===== config.mk =====
export PLATFORM = sky130hd
export DESIGN_NAME = skinny_inv_sbox8_dom1_iter
export DESIGN_NICKNAME = d
export VERILOG_FILES = /design/src/rtl/skinny_inv_sbox8_dom1_iter.sv
export SDC_FILE = /design/constraint.sdc
export NUM_CORES = 1
export LEC_CHECK = 0
export BUFFER_PORTS_ARGS = -buffer_cell sky130_fd_sc_hd__buf_4
export CELL_PAD_IN_SITES_DETAIL_PLACEMENT = 2
export CELL_PAD_IN_SITES_GLOBAL_PLACEMENT = 2
export CORE_MARGIN = 3
export CORE_UTILIZATION = 30
export DETAILED_ROUTE_END_ITERATION = 8
export PLACE_DENSITY = 0.76
export SLEW_MARGIN = 20
export SYNTH_ARGS = -nofsm -noshare
export SYNTH_HDL_FRONTEND = slang
export SYNTH_SLANG_ARGS = --single-unit

===== constraint.sdc =====
create_clock -name clk -period 2 [get_ports clk]
set_input_delay 0.1 -clock clk [delete_from_list [all_inputs] [get_ports clk]]
set_output_delay 0.1 -clock clk [all_outputs]
set_load 0.1 [all_outputs]

===== src/rtl/skinny_inv_sbox8_dom1_iter.sv =====
// Two-share DOM-Indep masked SKINNY-128 inverse 8-bit S-box, iterative.
// One masked nor-xor layer is registered per cycle; four layers per S-box.
// Share state is kept as (sh, t) pairs. Bits 4 and 0 of sh hold the registered
// g term and t holds the registered cross term, so each share's target bits are
// only recombined (g ^ t) after the flops.
module skinny_inv_sbox8_dom1_iter #(
    parameter bit          ZERO_OUT_IDLE = 1'b1,
    parameter int unsigned NLAYERS       = 4
) (
    input  logic       clk,
    input  logic       rst_n,
    input  logic       in_valid,
    output logic       in_ready,
    input  logic [7:0] si0,
    input  logic [7:0] si1,
    input  logic [1:0] r,
    output logic       out_valid,
    input  logic       out_ready,
    output logic [7:0] bo0,
    output logic [7:0] bo1,
    output logic       busy
);

    localparam int unsigned DW    = 8;
    localparam int unsigned NAND  = 2;
    localparam int unsigned CNT_W = 2;

    // The layer wiring below is only correct for the 4-round S8 inverse.
    generate
        if (NLAYERS != 4) begin : g_bad_nlayers
            $error("skinny_inv_sbox8_dom1_iter: NLAYERS must be 4");
        end
    endgenerate

    typedef enum logic [1:0] {
        IDLE = 2'd0,
        RUN  = 2'd1,
        DONE = 2'd2
    } state_t;

    state_t             state_q, state_d;
    logic [CNT_W-1:0]   cnt_q, cnt_d;
    logic [DW-1:0]      sh0_q, sh0_d;
    logic [DW-1:0]      sh1_q, sh1_d;
    logic [NAND-1:0]    t0_q, t0_d;
    logic [NAND-1:0]    t1_q, t1_d;

    logic [DW-1:0]      cur0, cur1;
    logic [DW-1:0]      p0, p1;
    logic [NAND-1:0]    a0, b0, c0;
    logic [NAND-1:0]    a1, b1, c1;
    logic [NAND-1:0]    g0, g1;
    logic [NAND-1:0]    tc0, tc1;
    logic [DW-1:0]      lay0, lay1;
    logic               first_layer;

    // Undo the forward bit permutation. The first inverse layer undoes the
    // final forward round, which only swaps bits 1 and 2.
    function automatic logic [DW-1:0] undo_perm(input logic [DW-1:0] y,
                                                input logic          swap_only);
        logic [DW-1:0] x;
        if (swap_only) begin
            x = {y[7], y[6], y[5], y[4], y[3], y[1], y[2], y[0]};
        end else begin
            x = {y[5], y[4], y[0], y[3], y[1], y[7], y[6], y[2]};
        end
        return x;
    endfunction

    // Recombine each share's registered g and cross terms (per share only).
    always_comb begin
        cur0 = sh0_q ^ {3'b000, t0_q[0], 3'b000, t0_q[1]};
        cur1 = sh1_q ^ {3'b000, t1_q[0], 3'b000, t1_q[1]};
    end

    // One masked inverse layer: unpermute, then two DOM-Indep nor-xor gates.
    always_comb begin
        first_layer = (cnt_q == CNT_W'(0));
        p0 = undo_perm(cur0, first_layer);
        p1 = undo_perm(cur1, first_layer);

        // Complement share 0 only so that a0^a1 = ~x.
        a0 = {~p0[3], ~p0[7]};
        b0 = {~p0[2], ~p0[6]};
        c0 = { p0[0],  p0[4]};
        a1 = { p1[3],  p1[7]};
        b1 = { p1[2],  p1[6]};
        c1 = { p1[0],  p1[4]};

        g0  = (a0 & b0) ^ c0;
        g1  = (a1 & b1) ^ c1;
        tc0 = (a0 & b1) ^ r;
        tc1 = (a1 & b0) ^ r;

        lay0 = {p0[7], p0[6], p0[5], g0[0], p0[3], p0[2], p0[1], g0[1]};
        lay1 = {p1[7], p1[6], p1[5], g1[0], p1[3], p1[2], p1[1], g1[1]};
    end

    // Next-state, handshake and share-register update logic.
    always_comb begin
        state_d   = state_q;
        cnt_d     = cnt_q;
        sh0_d     = sh0_q;
        sh1_d     = sh1_q;
        t0_d      = t0_q;
        t1_d      = t1_q;
        in_ready  = 1'b0;
        out_valid = 1'b0;
        busy      = 1'b0;

        case (state_q)
            IDLE: begin
                in_ready = 1'b1;
                if (in_valid) begin
                    sh0_d   = si0;
                    sh1_d   = si1;
                    t0_d    = '0;
                    t1_d    = '0;
                    cnt_d   = '0;
                    state_d = RUN;
                end
            end
            RUN: begin
                busy  = 1'b1;
                sh0_d = lay0;
                sh1_d = lay1;
                t0_d  = tc0;
                t1_d  = tc1;
                if (cnt_q == CNT_W'(NLAYERS - 1)) begin
                    cnt_d   = '0;
                    state_d = DONE;
                end else begin
                    cnt_d = cnt_q + CNT_W'(1);
                end
            end
            DONE: begin
                out_valid = 1'b1;
                in_ready  = out_ready;
                if (out_ready) begin
                    if (in_valid) begin
                        sh0_d   = si0;
                        sh1_d   = si1;
                        t0_d    = '0;
                        t1_d    = '0;
                        cnt_d   = '0;
                        state_d = RUN;
                    end else begin
                        state_d = IDLE;
                    end
                end
            end
            default: begin
                state_d = IDLE;
                cnt_d   = '0;
            end
        endcase
    end

    // State, counter and share registers; async reset discards any in-flight op.
    always_ff @(posedge clk or negedge rst_n) begin
        if (!rst_n) begin
            state_q <= IDLE;
            cnt_q   <= '0;
            sh0_q   <= '0;
            sh1_q   <= '0;
            t0_q    <= '0;
            t1_q    <= '0;
        end else begin
            state_q <= state_d;
            cnt_q   <= cnt_d;
            sh0_q   <= sh0_d;
            sh1_q   <= sh1_d;
            t0_q    <= t0_d;
            t1_q    <= t1_d;
        end
    end

    // Output shares, optionally forced to zero while no result is presented.
    always_comb begin
        if (ZERO_OUT_IDLE && !out_valid) begin
            bo0 = '0;
            bo1 = '0;
        end else begin
            bo0 = cur0;
            bo1 = cur1;
        end
    end

endmodule

### Yosys cells after proc, flatten, opt, wreduce, memory -nomap -nowiden

Cells that the tools add are included.

| cells by class | value |
|---|---|
| reduce and logical (&&, ||, !) cells | 5 |
| equal/unequal tests | 6 |
| add/subtract/negate cells | 1 |
| multiplexer cells | 28 |
| bitwise operators | 14 |

Operators with widths:

| kind | number |
|---|---|
| $mux 8 | 8 |
| $pmux 8 s3 | 2 |
| $pmux 2 s3 | 4 |
| $mux 2 | 10 |
| $xor 8x5->8 | 2 |
| $and 2x2->2 | 4 |
| $xor 2x2->2 | 4 |
| $ne 2x2->1 const B | 3 |
| $eq 2x2->1 const B | 2 |
| $logic_not 2->1 | 2 |
| $not 1->1 | 4 |
| $mux 1 | 3 |
| $reduce_and 3->1 | 1 |
| $reduce_bool 3->1 | 1 |
| $add 2x1->2 const B | 1 |
| $eq 2x1->1 const B | 1 |
| $pmux 1 s2 | 1 |
| $reduce_and 2->1 | 1 |

| word-level totals | value |
|---|---|
| word-level logic and storage cells | 60 |
| input bits | 22 |
| output and inout port bits | 19 |
| flip-flop bits (word level) | 24 |

### Longest topological paths before layout

| depth | value |
|---|---|
| depth in word-level cells | 6 |
| mapped depth | 7 |
| depth with buffers taken out | 6 |

### Worst setup path before layout

Ideal clock, no wire load.

| path | value |
|---|---|
| path kind | reg2out |
| start | register state_q[0] |
| end | output port bo0[1] |
| path buffers | 2 |
| arrival time | 2.134 ns |
| slack | -0.234 ns |
| cell stages (with the launch flop) | 6 |
| data required time | 1.900 ns |
| path through | dfrtp_1 > buf_2 > nand2b_1 > inv_1 > buf_2 > and2_1 |

| between the ends | value |
|---|---|
| word-level cells in the longest chain between the ends | 3 |

RTL lines:

| what | line | text |
|---|---|---|
| start, declared | 41 | `state_t state_q, state_d;` |
| start signal, assigned | 169 | `state_q <= state_d;` |
| $eq 2x2->1 | 111 | `case (state_q)` |
| $mux 1 | 111 |  |
| via out_valid | 17 | `output logic out_valid,` |
| $mux 8 | 180 | `if (ZERO_OUT_IDLE && !out_valid) begin` |
| end, declared | 19 | `output logic [7:0] bo0,` |

The timed path passes the listed nets, and every way through them passes these cells.

### Final worst setup path

| path | value |
|---|---|
| start | register cnt_q[0] |
| end | register sh1_q[4] |

| between the ends | value |
|---|---|
| word-level cells in the longest chain between the ends | 5 |

RTL lines:

| what | line | text |
|---|---|---|
| start, declared | 42 | `logic [CNT_W-1:0] cnt_q, cnt_d;` |
| start signal, assigned | 170 | `cnt_q <= cnt_d;` |
| $logic_not 2->1 (*) | 78 | `first_layer = (cnt_q == CNT_W'(0));` |
| $mux 8 (*) | 62 | `if (swap_only) begin` |
| $and 2x2->2 | 91 | `g1 = (a1 & b1) ^ c1;` |
| $xor 2x2->2 (*) | 91 |  |
| $pmux 8 s3 (*) | 111 |  |
| end signal, assigned | 165 | `sh1_q <= '0;` |
| end signal, assigned | 172 | `sh1_q <= sh1_d;` |
| end, declared | 44 | `logic [DW-1:0] sh1_q, sh1_d;` |

Mark *: on every way between the ends. The rest lies on a longest branch, timed or not.
A chain may end at the register's enable or synchronous reset.

==> results.md <==
* # nets final at 260
* CTS Buf Count at 3
* Yosys top cell area share at 37.85%
* # diodes at 0
* Commonest non-fill, non-tap cell in the layout: buf_4
* DRC at 0
* Fmax at 529.6 MHz
* Reg-to-reg slack, setup at 110 ps
* Largest net degree at the start of global routing at 25
* Root buf cell: clkbuf_8
* Min-delay src: out_ready
* Final setup fails at 0
* Slew Limit Fails at 0
* Syn_nets at 216
* Status: finished clean
* Fin. Hold Viols at 0
* Pwr dens at 1982 nW/um2
* Wire per inst at 18.33 um
* Hold Worst Slack at 41.61 ps
* Area after DPL at 1986 um2
* Leak Pwr at 0.9292 nW
* Layout cell share with drive strength beyond 1 at ~30%
* Worst-path clk slew at 90 ps
* Slew @ Worst Pin at 406.7 ps
* Setup tns final at 0 ps
* GR Util All Layers at 18.36%
* Hold Path Depth at 2
* Placer Congestion at 0.8136
* Global-route wire length before repair at 8.914 mm
* Die area at 6197 um2
* Placement row count at 25
* Crit share post-route at 94.40%
* Routed vias/inst at 5.166
* Syn_area_per_cell at 8.306 um2
* H-tree levels at 1
* Peak VDD IR at 0.7826 mV
* FF-to-FF Start: cnt_q[0]
* Synth Warn # at 0
* Worst-path maximum fanout at 7
* Number of synthesized register bits at 24
* Vias in the first global route at 1714
* Final min period at 1888 ps
* DP HPWL at 4.134 mm
* Clk_lat worst skew at 270 ps
* CTS Sinks at 24
* CP arrival at 2050 ps
* Antenna violations before repair at 0
* Die boundary height at 78.72 um
* FF-to-FF End: sh1_q[4]
* Count of input and output buffers at 40
* FILL cells at 588
* Cell taking the most area after synthesis: dfrtp_1
* Worst Setup End Kind: flop
* Slew Limit Headroom at 72.11%
* Commonest non-fill, non-tap cells in the layout: 48 x buf_4, 24 x dfrtp_1, 23 x nand2_1
* Synth Cell Area at 1587 um2
* Worst reg2reg path depth at 6
* Area Overhead vs Synth at 29.81%
* Cells after Synth at between 150 and 200
* Design area at 2059 um2
* Effective utilization at floorplan at 32.31%
* Drt first pass iters at 4
* Vias after detailed routing at 1555
* Hold Path End: state_q[1]
* Area contributors post-synth: dfrtp_1 38%, a21oi_1 6.3%, nand2_1 5.4%
* Sequential area share after synthesis at 37.85%
* Post-CTS Setup Inserts at 0
* Final wirelength at 5.518 mm
* ANT nets after route at 0
* Chip Width at between 70 and 80 um
* CP Launch Type: flop
* CTS Buffer Depth at 2
* TritonCTS clock tree: yes
* Num ports at 41
* Core Area at 4911 um2
* Final Skew at 4.373 ps
* 1st-iter DRT viols at 51
* Final Non-Filler Cells at ~300
* GRT Residual Overflow at 0
* Number of max-cap violations at 0
* Worst setup path class: reg -> reg
* Worst Path Required at ~2200 ps
* Placed Cells at 296
* Netlist cell types at 33
* Worst Hold Class: in -> reg
-- final cells by class --
type,instances,area [um2],share of cell area [%]
Clock buffer,4,55.05,2.673
Inverter,7,26.28,1.276
Multi-Input combinational cell,150,923.4,44.84
Sequential cell,24,600.6,29.16
Tap cell,67,83.83,4.070
Timing Repair Buffer,49,370.4,17.98
-- power by group --
part | total, mW | internal (mW) | switching [mW]
Clock | 0.345 | 0.176 | 0.169
Combinational | 2.68 | 1.01 | 1.66
Sequential | 1.06 | 0.744 | 0.313
-- metal layers --
metal,global-route usage (%),share of wire [%]
met5,0,0
met1,23.89,46
met4,4.895,0.72
met2,31.49,50
met3,2.948,3.4
-- how the worst max path moves through the flow --
stage | startpoint | end | slack, ps | cells after the start
2_1_floorplan | state_q[0] | bo0[0] | -130 | 3
3_3_place_gp | cnt_q[0] | sh1_q[5] | 240 | 6
3_5_place_dp | cnt_q[0] | sh0_q[4] | 120 | 6
4_1_cts | cnt_q[0] | sh0_q[4] | 50 | 6
5_1_grt | cnt_q[0] | sh1_q[4] | -80 | 6
6_report | cnt_q[0] | sh1_q[4] | 110 | 6
-- synth_stat cells (all sizes together) --
master and n:
clkbuf 2, a21oi 20, nor2 20, xnor2 9
a22oi 2, buf 8, inv 7, mux2 2
o31ai 4, xor2 3, nand3 3, a2bb2oi 2
mux2i 5, a211oi 1, o32ai 1, dfrtp 24
a31o 1, o211ai 6, or4 1, o21ai 11
and2 12, a22o 1, nand2 23, a21o 2
nand2b 8, o22ai 4, nor2b 4, ha 3
a31oi 2
-- sequential cells by signal (all words and copies together) (netlist names) --
register / count
t0_q: 2
t1_q: 2
cnt_q: 2
state_q: 2
sh1_q: 8
sh0_q: 8
-- repair_timing --
item / in CTS / in global routing
gates resized for setup: 0 / 4
hold endpoints to repair: 24 / 0
endpoints found under the setup margin: 0 / 12
hold buffers: 1 / 0
-- logic make-up after synthesis --
group	after synthesis	share of synthesized area, %
AND/OR/NAND/NOR	71	21.06
AO/OA/AOI/OAI	57	22.32
flip-flops	24	37.86
buffers and inverters	17	5.205
XOR/XNOR	12	6.625
multiplexers	7	4.574
adder cells (fa/ha/maj)	3	2.366
-- per-stage QoR --
step,setup slack [ps],power [mW],utilization [%]
2_1_floorplan,-134.4,2.985,-
3_3_place_gp,244.6,3.590,40.43
3_5_place_dp,120.6,3.697,40.43
4_1_cts,53.40,4.081,41.76
5_1_grt,-77.61,4.437,41.94
6_report,111.9,4.082,41.94
-- critical path: stages (launching register included) --
cell	delay, ps
dfrtp_1	430
inv_1	110
ha_2	280
mux2i_1	420
a211oi_2	100
xnor2_1	160
o31ai_1	290
Note: power is estimated with default switching activity, not from simulation.
